**config.mk**
```make
export PLATFORM = sky130hd
export DESIGN_NAME = pipe_intc
export DESIGN_NICKNAME = d
export VERILOG_FILES = /design/src/rtl/pipe_intc.sv
export SDC_FILE = /design/constraint.sdc
export NUM_CORES = 1
export LEC_CHECK = 0
export ABC_AREA = 0
export ABC_CLOCK_PERIOD_IN_PS = 1400
export BUFFER_PORTS_ARGS = -buffer_cell sky130_fd_sc_hd__buf_2
export CAP_MARGIN = 20
export CORE_MARGIN = 8
export CORE_UTILIZATION = 34
export CTS_BUF_LIST = sky130_fd_sc_hd__clkbuf_8
export CTS_CLUSTER_DIAMETER = 150
export DETAILED_ROUTE_END_ITERATION = 8
export GPL_TIMING_DRIVEN = 0
export HOLD_SLACK_MARGIN = 0.05
export PLACE_DENSITY = 0.56
export SETUP_SLACK_MARGIN = 0.1
export SLEW_MARGIN = 0
export SYNTH_ARGS = -nofsm -noshare
export SYNTH_HDL_FRONTEND = slang
export SYNTH_SLANG_ARGS = --single-unit
```
**constraint.sdc**
```tcl
create_clock -name clock_i -period 1.4 [get_ports clock_i]
set_input_delay 0.14 -clock clock_i [delete_from_list [all_inputs] [get_ports clock_i]]
set_output_delay 0.14 -clock clock_i [all_outputs]
set_load 0.1 [all_outputs]
```
**src/rtl/pipe_intc.sv**
```systemverilog
// ----------------------------------------------------------------------------
// pipe_intc -- interrupt controller in front of the pipelined CPU.
//
// Captures rising edges on NSRC request lines into a pending register and
// filters them through a software-written enable register. The lowest-numbered
// eligible source is presented to the CPU on intr_o/irq_id_o. It stays there
// until the CPU acknowledges with inta_i. The source is then in service until
// the handler signals eoi_i.
//
// Optional build macro: INTC_SYNC_EN
//   defined   -> irq_i passes through a 2-flop synchronizer before edge
//                detection (for asynchronous sources; irq-to-intr = 4 cycles)
//   undefined -> irq_i must be synchronous to clock_i (irq-to-intr = 2 cycles)
//
// Ports:
//   clock_i       system clock, all state updates on the rising edge
//   reset_i       synchronous active-high reset
//   irq_i         external request lines, rising-edge sensitive
//   ien_we_i      write strobe for the enable register
//   ien_wdata_i   new enable-register value
//   intr_o        interrupt request to the CPU
//   inta_i        CPU acknowledge, one-cycle pulse
//   eoi_i         end-of-interrupt from the handler, one-cycle pulse
//   irq_id_o      id of the requested / in-service source
//   in_service_o  high from accepted inta until eoi
//   pending_o     pending register readback
//   ien_o         enable register readback
//
// Parameters: NSRC (2..32) sources, IDW id width with 2**IDW >= NSRC.
// ----------------------------------------------------------------------------
module pipe_intc #(
    parameter int NSRC = 8,
    parameter int IDW  = 3
) (
    input  logic            clock_i,
    input  logic            reset_i,
    input  logic [NSRC-1:0] irq_i,
    input  logic            ien_we_i,
    input  logic [NSRC-1:0] ien_wdata_i,
    output logic            intr_o,
    input  logic            inta_i,
    input  logic            eoi_i,
    output logic [IDW-1:0]  irq_id_o,
    output logic            in_service_o,
    output logic [NSRC-1:0] pending_o,
    output logic [NSRC-1:0] ien_o
);

    localparam logic [1:0] IDLE    = 2'd0;
    localparam logic [1:0] REQ     = 2'd1;
    localparam logic [1:0] SERVICE = 2'd2;

    logic [1:0]      state_q, state_d;
    logic            intr_q, intr_d;
    logic            in_service_q, in_service_d;
    logic [IDW-1:0]  irq_id_q, irq_id_d;
    logic [NSRC-1:0] pending_q, pending_d;
    logic [NSRC-1:0] ien_q, ien_d;
    logic [NSRC-1:0] irq_q;

    logic [NSRC-1:0] irq_src;
    logic [NSRC-1:0] rise;
    logic [NSRC-1:0] eligible;
    logic [NSRC-1:0] id_onehot;
    logic [NSRC-1:0] clr_mask;
    logic [IDW-1:0]  sel_id;
    logic            cur_eligible;

`ifdef INTC_SYNC_EN
    logic [NSRC-1:0] sync1_q;
    logic [NSRC-1:0] sync2_q;

    always_ff @(posedge clock_i) begin
        if (reset_i) begin
            sync1_q <= '0;
            sync2_q <= '0;
        end else begin
            sync1_q <= irq_i;
            sync2_q <= sync1_q;
        end
    end

    assign irq_src = sync2_q;
`else
    assign irq_src = irq_i;
`endif

    // History is cleared by reset, so a line held high through reset release
    // is seen as a fresh edge on the first cycle afterwards.
    assign rise     = irq_src & ~irq_q;
    assign eligible = pending_q & ien_q;

    // One-hot decode of the current id; avoids indexing past NSRC when
    // 2**IDW > NSRC.
    genvar gi;
    generate
        for (gi = 0; gi < NSRC; gi++) begin : g_onehot
            assign id_onehot[gi] = (irq_id_q == IDW'(gi));
        end
    endgenerate

    assign cur_eligible = |(eligible & id_onehot);

    // Fixed priority: scan from the top so the lowest index is written last.
    always_comb begin
        sel_id = '0;
        for (int i = NSRC - 1; i >= 0; i--) begin
            if (eligible[i]) begin
                sel_id = IDW'(i);
            end
        end
    end

    always_comb begin
        state_d      = state_q;
        intr_d       = intr_q;
        in_service_d = in_service_q;
        irq_id_d     = irq_id_q;
        clr_mask     = '0;
        case (state_q)
            IDLE: begin
                if (|eligible) begin
                    irq_id_d = sel_id;
                    intr_d   = 1'b1;
                    state_d  = REQ;
                end
            end
            REQ: begin
                // irq_id is frozen while intr is high; a higher-priority
                // arrival waits for the next arbitration from IDLE.
                if (inta_i) begin
                    clr_mask     = id_onehot;
                    intr_d       = 1'b0;
                    in_service_d = 1'b1;
                    state_d      = SERVICE;
                end else if (!cur_eligible) begin
                    // Request withdrawn by an enable write; no inta expected.
                    intr_d  = 1'b0;
                    state_d = IDLE;
                end
            end
            SERVICE: begin
                if (eoi_i) begin
                    in_service_d = 1'b0;
                    state_d      = IDLE;
                end
            end
            default: begin
                intr_d       = 1'b0;
                in_service_d = 1'b0;
                state_d      = IDLE;
            end
        endcase
    end

    // Set has priority over clear so a new edge during the acknowledge is kept.
    assign pending_d = (pending_q & ~clr_mask) | rise;
    assign ien_d     = ien_we_i ? ien_wdata_i : ien_q;

    always_ff @(posedge clock_i) begin
        if (reset_i) begin
            state_q      <= IDLE;
            intr_q       <= 1'b0;
            in_service_q <= 1'b0;
            irq_id_q     <= '0;
            pending_q    <= '0;
            ien_q        <= '0;
            irq_q        <= '0;
        end else begin
            state_q      <= state_d;
            intr_q       <= intr_d;
            in_service_q <= in_service_d;
            irq_id_q     <= irq_id_d;
            pending_q    <= pending_d;
            ien_q        <= ien_d;
            irq_q        <= irq_src;
        end
    end

    assign intr_o       = intr_q;
    assign in_service_o = in_service_q;
    assign irq_id_o     = irq_id_q;
    assign pending_o    = pending_q;
    assign ien_o        = ien_q;

endmodule

```
# Word-level counts from Yosys, hierarchy flattened
# Cells that the tools add are included.
# word_totals
regBits,31
# classes
n_eq_ne,13
n_mux,22
bitwise,9
reduce_logical,8
# ops
cell,n
8-bit bitwise AND,4
3-bit two-way mux,8
8-bit two-way mux,2
8-bit NOT,2
8-bit OR reduction,2
3-bit == test (second input constant),4
3-bit AND reduction,3
2-bit two-way mux,4
8-bit bitwise OR,1
3-bit by 2-bit == test with 1-bit output (second input constant),2
2-bit != test (second input constant),3
1-bit case mux with 3 select lines,2
2-bit case mux with 3 select lines,1
1-bit two-way mux,5
3-bit by 1-bit == test with 1-bit output (second input constant),1
3-bit zero test,1
3-bit != test (second input constant),1
2-bit by 1-bit == test with 1-bit output (second input constant),1
2-bit == test (second input constant),1
2-bit zero test,1
1-bit NOT,2
2-bit AND reduction,1

# Longest topological paths before layout
# Gate-level depths: netlist of the first run.
# logic_depth
word_depth,9
mapped_depth,5

# Least setup slack after synthesis of the first run
# OpenSTA, ideal clock, no wires.
# synth_path
kind,flip-flop to flip-flop
from,reg irq_id_q[2] (netlist: irq_id_o[2])
to,reg intr_q (netlist: intr_o)
setup_time_ns,0.100
t_arrival_ns,2.006
required_ns,1.300
slack_ns,-0.705
stages_incl_launch_ff,5
n_path_buf,1
synth_period_minus_slack_ns,2.105
path_cell_list,dfxtp_1 > buf_2 > a31oi_1 > o221a_4 > a2111oi_4
# synth_via
elab_chain_cells,5
# synth_rtl
element,line_no,source
"start, declared",56,"logic [IDW-1:0] irq_id_q, irq_id_d;"
"start signal, assigned",173,irq_id_q <= irq_id_d;
"3-bit by 1-bit == test with 1-bit output, or another cell as far along",98,assign id_onehot[gi] = (irq_id_q == IDW'(gi));
8-bit bitwise AND *,102,assign cur_eligible = |(eligible & id_onehot);
8-bit OR reduction *,102,
3-bit != test (no line) *,n/a,
3-bit AND reduction (no line) *,n/a,
"end signal, assigned",171,intr_q <= intr_d;
"end, declared",54,"logic intr_q, intr_d;"
# Every way passes the cells marked *; elsewhere a longest branch is shown, timed or not.
# A chain may end at the register's enable or synchronous reset.

# Final worst setup path of the first run
# layout_path
from,reg irq_id_q[1] (netlist: irq_id_o[1])
to,reg intr_q (netlist: intr_o)
# Same word-level chain as after synthesis.

==> results of run 1 <==
[area by class of cell]
class	count	area share, %
multi-input cells	104	39.4
flip-flops and latches	31	37.6
repair buffers	46	13.3
clock buffers	5	3.73
well taps	48	3.25
plain buffers	6	2.03
clock inverters	3	0.678
[routing by layer]
metal / global-route usage [%] / vias to the layer above
met4: 4.15 / 0
met2: 17.3 / 33
met1: 13.2 / 574
met5: 0 / -
met3: 5.99 / 7
li1: - / 605
[cell usage after synthesis]
cell	count	area share [%]
dfxtp_1	31	48
nand2_1	16	4.6
a21oi_1	13	5.0
nor2_1	11	3.2
o21ai_0	10	3.9
nor2b_1	9	4.3
mux2i_1	8	6.2
nand2b_1	8	3.9
clkbuf_1	3	0.87
nand3_1	3	1.2
a22oi_1	2	1.2
a31oi_1	2	0.96
buf_2	2	0.77
nand3b_1	2	1.2
a2111oi_4	1	2.1
a211oi_1	1	0.58
a311oi_1	1	0.67
a32oi_1	1	0.67
buf_1	1	0.29
nand4b_1	1	0.67
nor2_2	1	0.48
nor3_1	1	0.38
o211ai_1	1	0.58
o21a_1	1	0.58
o21ai_1	1	0.38
o21ai_2	1	0.67
o221a_4	1	1.5
o221ai_2	1	1.2
o22ai_1	1	0.48
or2_2	1	0.48
or2_4	1	0.67
or2b_1	1	0.58
or2b_2	1	0.67
or3b_2	1	0.67
or4b_1	1	0.77
[through the flow]
stage | instances | util (%)
after floorplan | 141 | -
after global placement | 229 | 45.4
after detailed placement | 229 | 45.4
after CTS | 237 | 48.3
after global routing | 243 | 50.4
final | 243 | 50.4
[critical path: stages, from the launching register on]
cell	delay, ns
dfxtp_4	0.36
or2_4	0.28
o221ai_4	0.18
o21ai_2	0.08
o221a_4	0.13
a2111oi_4	0.27
[registers in the layout, indices dropped and copies added (netlist names)]
name	cells
ien_o	8
state_q	2
irq_q	8
intr_o	1
pending_o	8
in_service_o	1
irq_id_o	3
[power by group through the flow]
| stage | logic [mW] | clock network, mW | registers (mW) |
|---|---|---|---|
| final | 0.700 | 0.642 | 0.999 |
| after global routing | 0.740 | 0.712 | 1.01 |
| after CTS | 0.664 | 0.670 | 0.998 |
| after detailed placement | 0.647 | 0 | 1.01 |
| after global placement | 0.644 | 0 | 1.01 |
| after floorplan | 0.202 | 0 | 1.33 |
[worst min path at each step]
stage / start / to / slack [ns] / cells after the start
floorplan: irq_i[0] / irq_q[0]$_SDFF_PP0_ / 0.27 / 1
global placement: irq_i[0] / irq_q[0]$_SDFF_PP0_ / 0.37 / 2
detailed placement: irq_i[1] / irq_q[1]$_SDFF_PP0_ / 0.38 / 2
CTS: irq_i[4] / irq_q[4]$_SDFF_PP0_ / 0.09 / 2
global route: ien_wdata_i[6] / ien_o[6]$_SDFFE_PP0P_ / 0.09 / 3
finish: irq_i[6] / irq_q[6]$_SDFF_PP0_ / 0.09 / 2
[repair_timing]
item                                    4_1_cts  5_1_grt
endpoints found under the setup margin        6        7
pin swaps                                     1        6
gates resized for setup                       7        6
gates cloned                                  0        0
hold endpoints to repair                      0        0
hold buffers                                  0        0
setup buffers                                 0        6
[logic make-up (layout without fill, tap and decap cells)]
logic type,count (synthesis),after routing,share of synthesized area [%]
buffers and inverters,6,60,1.93
flip-flops,31,31,47.8
AND/OR/NAND/NOR,58,58,23.7
multiplexers,8,8,6.17
AO/OA/AOI/OAI,38,38,20.4
==> impl_results.md, run 1 <==
- Run status: complete, no violations
- Share of post-route cells with drive strength above 1: 48.2%
- #FFs+latches synth: 31
- LEAKAGE: 0.797 nW
- CP Launch Type: flop
- Setup crit end kind: flop
- Final WS setup: 0.00996 ns
- Netlist cell types: 35
- PortBufs: 40
- Syn avg cell area: 9.21 um^2
- Critical Path AT: 1.57 ns
- Setup repair after global routing missed its margin: yes
- Root buf cell: clkbuf_8
- Worst-Margin Slew: 0.533 ns
- Maximum VDD drop: 0.669 mV
- DR WL/cell: 13.8 um
- Gr ovfl total: 0
- Final net count: 215
- Metal2 WL: 1530 um
- Clk network pwr share: 27.4%
- CTS Sinks: 31
- Cell-internal power: 1.48 mW
- Tmin final: 1.39 ns
- CTS clock-pin slew for the worst setup and hold paths: 0.06 ns
- Final TNS setup: 0 ns
- Switching fraction of total power: 37.0%
- DRC viols: 0
- Die Ht: 77.8 um
- TritonRoute pass-1 iters: 3
- Worst setup path end: intr_o$_SDFFE_PP0P_
- Top layer used by detailed routing: met4
- Met3 wire length: 297 um
- Area of the multi-input gates: 727 um^2
- Core Rows: 22
- H-tree depth: 2
- # fillers: 343
- Max-slew violation total from the final report: 0
- Logic pwr share: 29.9%
- Tcrit/Tclk final: 99.3%
- Commonest non-fill, non-tap cells in the layout: buf_2, dfxtp_4, a21oi_1, nand2_1, nor2_1
- Hold WC Path Type: input pin to flop
- Fmax: 719 MHz
- Reg2reg setup slack: 0.01 ns
- Hold Slack: 0.0908 ns
- First-pass GRT wire length: 5660 um
- Initial Utilization: 35.5%
- Power Dens Cells: 1270 nW/um^2
- GRT Overall Usage: 11.4%
- Placed Area: 1660 um^2
- Storage cell area: 694 um^2
- Worst EP required: 1.58 ns
- I/O pins: 42
- Design Area, Final: 1850 um^2
- Mapped cell area: 1300 um^2
- Die width: 77.8 um
- Final ANT Viol Nets: 0
- Routed length on met1: 1480 um
- Max_cap viols: 0
- Max-slew headroom: 64.4%
- Final setup violation count: 0
- Core Region: 3660 um^2
- Most common cell after layout, fill and taps aside: buf_2
- Syn Nets: 162
- Seq/Total Area, Yosys: 47.8%
- HPWL after DPL: 2570 um
- Setup Crit Path Kind: flop to flop
- Via count: 1219
- N_diodes: 0
- Largest net degree at the start of global routing: 11
- Final WL: 3360 um
- Layout area overhead: 42.1%
- R2R depth: 5
- 1st-iter DRT viols: 32
- R2R Path Start: irq_id_o[1]$_SDFFE_PP0P_
- Worst Setup SP: irq_id_o[1]$_SDFFE_PP0P_
- CP Max Fanout: 6
- Place WS: -0.00497 ns
- Num CTS Buffers: 5
- Sequential share of power: 42.7%
- Number of antenna violations at the first check in global routing: 0
- Tot Pwr: 2.34 mW
- Reg-to-reg endpoint: intr_o$_SDFFE_PP0P_
- Warnings from Yosys: 0
- Fin Clk Skew: 0.00696 ns
- Psw: 866 uW
- GP Congestion: 0.847
- Final Hold Vio Count: 0
- Via/cell ratio: 5.02
- Vias in the first global route: 1217
- Mapped Cells: 141
- TritonCTS clock tree: done
- Clk_lat worst skew: 0.28 ns
- CTS Buffer Depth: 2
- DIE AREA: 6050 um^2
Note: power is estimated with default switching activity, not from simulation.
==> run 2, diff against run 1 <==
Settings changed: CELL_PAD_IN_SITES_DETAIL_PLACEMENT set to 1, CELL_PAD_IN_SITES_GLOBAL_PLACEMENT set to 1, PLACE_DENSITY 0.56 to 0.73.
==> run 2 against run 1 <==
The flow now finishes with violations (setup timing); first-iteration DRC count up 81%; critical endpoint unchanged; clock skew up 0.0030 ns; highest routed layer unchanged; critical path depth unchanged.
==> impl_results.md, run 2 (same netlist as run 1, synthesis figures left out) <==
- Run status: finished, violations left
- Failing checks: setup timing
- Core Util, Final: 50.5% (+0.14 points)
- N_diodes: 0 (unchanged)
- Num CTS Buffers: 5 (unchanged)
- DRC viols: 0 (unchanged)
- GP Congestion: 0.836 (-1.4%)
- Worst EP required: 1.58 ns (about the same)
- Most common cell after layout, fill and taps aside: buf_2
- Die Ht: 77.8 um (unchanged)
- Layout area overhead: 42.5%
- CP max stage cell: dfxtp_4
- Core Rows: 22 (unchanged)
- Core Region: 3660 um^2 (unchanged)
- Worst setup path end: intr_o$_SDFFE_PP0P_
- Commonest non-fill, non-tap cells in the layout: buf_2, dfxtp_4, a21oi_1
- Reg2reg setup slack: -0.03 ns (-0.04 ns)
- Reg-to-reg endpoint: intr_o$_SDFFE_PP0P_
- LEAKAGE: 0.791 nW (-0.77%)
- Worst-Margin Slew: 0.556 ns (+0.0223 ns)
- Share of post-route cells with drive strength above 1: 49.7% (+1.5 points)
- I/O pins: 42 (unchanged)
- Tot Pwr: 2.35 mW (+0.51%)
- CTS Buffer Depth: 2 (unchanged)
- CP Max Fanout: 6 (unchanged)
- Critical Path Max Stage Delay: 0.36 ns (about the same)
- Final Hold Vio Count: 0 (unchanged)
- Tcrit/Tclk final: 102% (+3.0 points)
- Fin Clk Skew: 0.00999 ns (+0.00304 ns)
- Power Dens Cells: 1270 nW/um^2 (+0.24%)
- PortBufs: 40 (unchanged)
- GRT Overall Usage: 13.4% (+2.0 points)
- Critical Path AT: 1.61 ns (+0.04 ns)
- HPWL after DPL: 2990 um (+16%)
- Max-slew violation total from the final report: 0 (unchanged)
- Via count: 1222 (+0.25%)
- Gr ovfl total: 0 (unchanged)
- Final ANT Viol Nets: 0 (unchanged)
- CP Launch Type: flop
- Vias in the first global route: 1346 (+11%)
- Setup crit end kind: flop
- Clk_lat worst skew: 0.28 ns (about the same)
- CTS clock-pin slew for the worst setup and hold paths: 0.06 ns (about the same)
- Final net count: 215 (unchanged)
- H-tree depth: 2 (unchanged)
- Tmin final: 1.43 ns (+0.0419 ns)
- CTS Sinks: 31 (unchanged)
- 1st-iter DRT viols: 58 (+81%)
- Root buf cell: clkbuf_8
- TritonRoute pass-1 iters: 4 (+1)
- Final WL: 3940 um (+17%)
- DR WL/cell: 16.2 um (+17%)
- Maximum VDD drop: 0.521 mV (-22%)
- Storage cell area: 693 um^2 (-0.18%)
- R2R depth: 5 (unchanged)
- DIE AREA: 6050 um^2 (unchanged)
- Initial Utilization: 35.5% (unchanged)
- Fmax: 698 MHz (-2.9%)
- R2R Path Start: irq_id_o[1]$_SDFFE_PP0P_
- Final setup violation count: 1 (+1)
- Setup Crit Path Kind: flop to flop
- Setup repair after global routing missed its margin: yes
- TritonCTS clock tree: done
- Largest net degree at the start of global routing: 11 (unchanged)
- Number of antenna violations at the first check in global routing: 0 (unchanged)
- Hold WC Path Type: input pin to flop
- Max_cap viols: 0 (unchanged)
- CP Cell Sequence: or2_4 -> o221ai_4 -> o21ai_2 -> o221a_4 -> a2111oi_4
- Area of the multi-input gates: 734 um^2 (+1.0%)
- Die width: 77.8 um (unchanged)
- Hold path depth: 2 (unchanged)
- Place WS: -0.0602 ns (-0.0552 ns)
- # fillers: 439 (+28%)
- Via/cell ratio: 5.03 (+0.25%)
- Worst Setup SP: irq_id_o[1]$_SDFFE_PP0P_
- Final WS setup: -0.0319 ns (-0.0419 ns)
- First-pass GRT wire length: 6400 um (+13%)
- Max-slew headroom: 63.0% (-1.5 points)
==> run 2: cell type report <==
type                       instances  share of cell area (%)
timing repair buffer              46                    13.3
sequential                        31                    37.5
clock inverter                     3                   0.609
tap                               48                    3.25
buffer                             6                    2.03
multi-input combinational        104                    39.7
clock buffer                       5                    3.72
==> run 2: power by group <==
| part | switching, mW | internal [mW] |
|---|---|---|
| combinational | 0.515 | 0.200 |
| sequential | 0.0611 | 0.940 |
| clock | 0.307 | 0.330 |
==> run 2: repair_timing <==
| action | in CTS | in global routing |
|---|---|---|
| hold buffers | 0 | 0 |
| hold endpoints to repair | 0 | 0 |
| buffers inserted | 2 | 4 |
| gates resized for setup | 8 | 10 |
| pin swaps | 4 | 8 |
| endpoints found under the setup margin | 6 | 7 |
==> run 2: critical path, delay by kind of cell (launching register included) <==
kind	cells	cell delay (ns)
AO/OA/AOI/OAI	4	0.68
flip-flops	1	0.36
AND/OR/NAND/NOR	1	0.28
==> run 2: how the worst min path moves through the flow <==
| stage | startpoint | endpoint | slack (ns) |
|---|---|---|---|
| 2_1_floorplan | irq_i[0] | irq_q[0]$_SDFF_PP0_ | 0.27 |
| 3_3_place_gp | irq_i[0] | irq_q[0]$_SDFF_PP0_ | 0.37 |
| 3_5_place_dp | irq_i[3] | irq_q[3]$_SDFF_PP0_ | 0.38 |
| 4_1_cts | irq_i[3] | irq_q[3]$_SDFF_PP0_ | 0.08 |
| 5_1_grt | irq_i[3] | irq_q[3]$_SDFF_PP0_ | 0.09 |
| 6_report | irq_i[3] | irq_q[3]$_SDFF_PP0_ | 0.09 |
==> run 2: per-layer routing <==
metal  GRT usage, %  share of wire (%)  wire length (um)
met5              0                  0                 0
met4           9.06                2.6               104
met3           4.61                5.6               219
met2           23.0                 52              2040
met1           13.4                 40              1580
==> run 2: per-stage QoR <==
step                cell area [um^2]  hold WS, ns  setup TNS [ns]  cells
detailed placement              1660        0.377          -0.111    229
global placement                1660        0.369               0    229
floorplan                       1400        0.268          -0.119    141
CTS                             1780       0.0810         -0.0254    239
global route                    1850       0.0912          -0.191    243
finish                          1850       0.0888         -0.0319    243
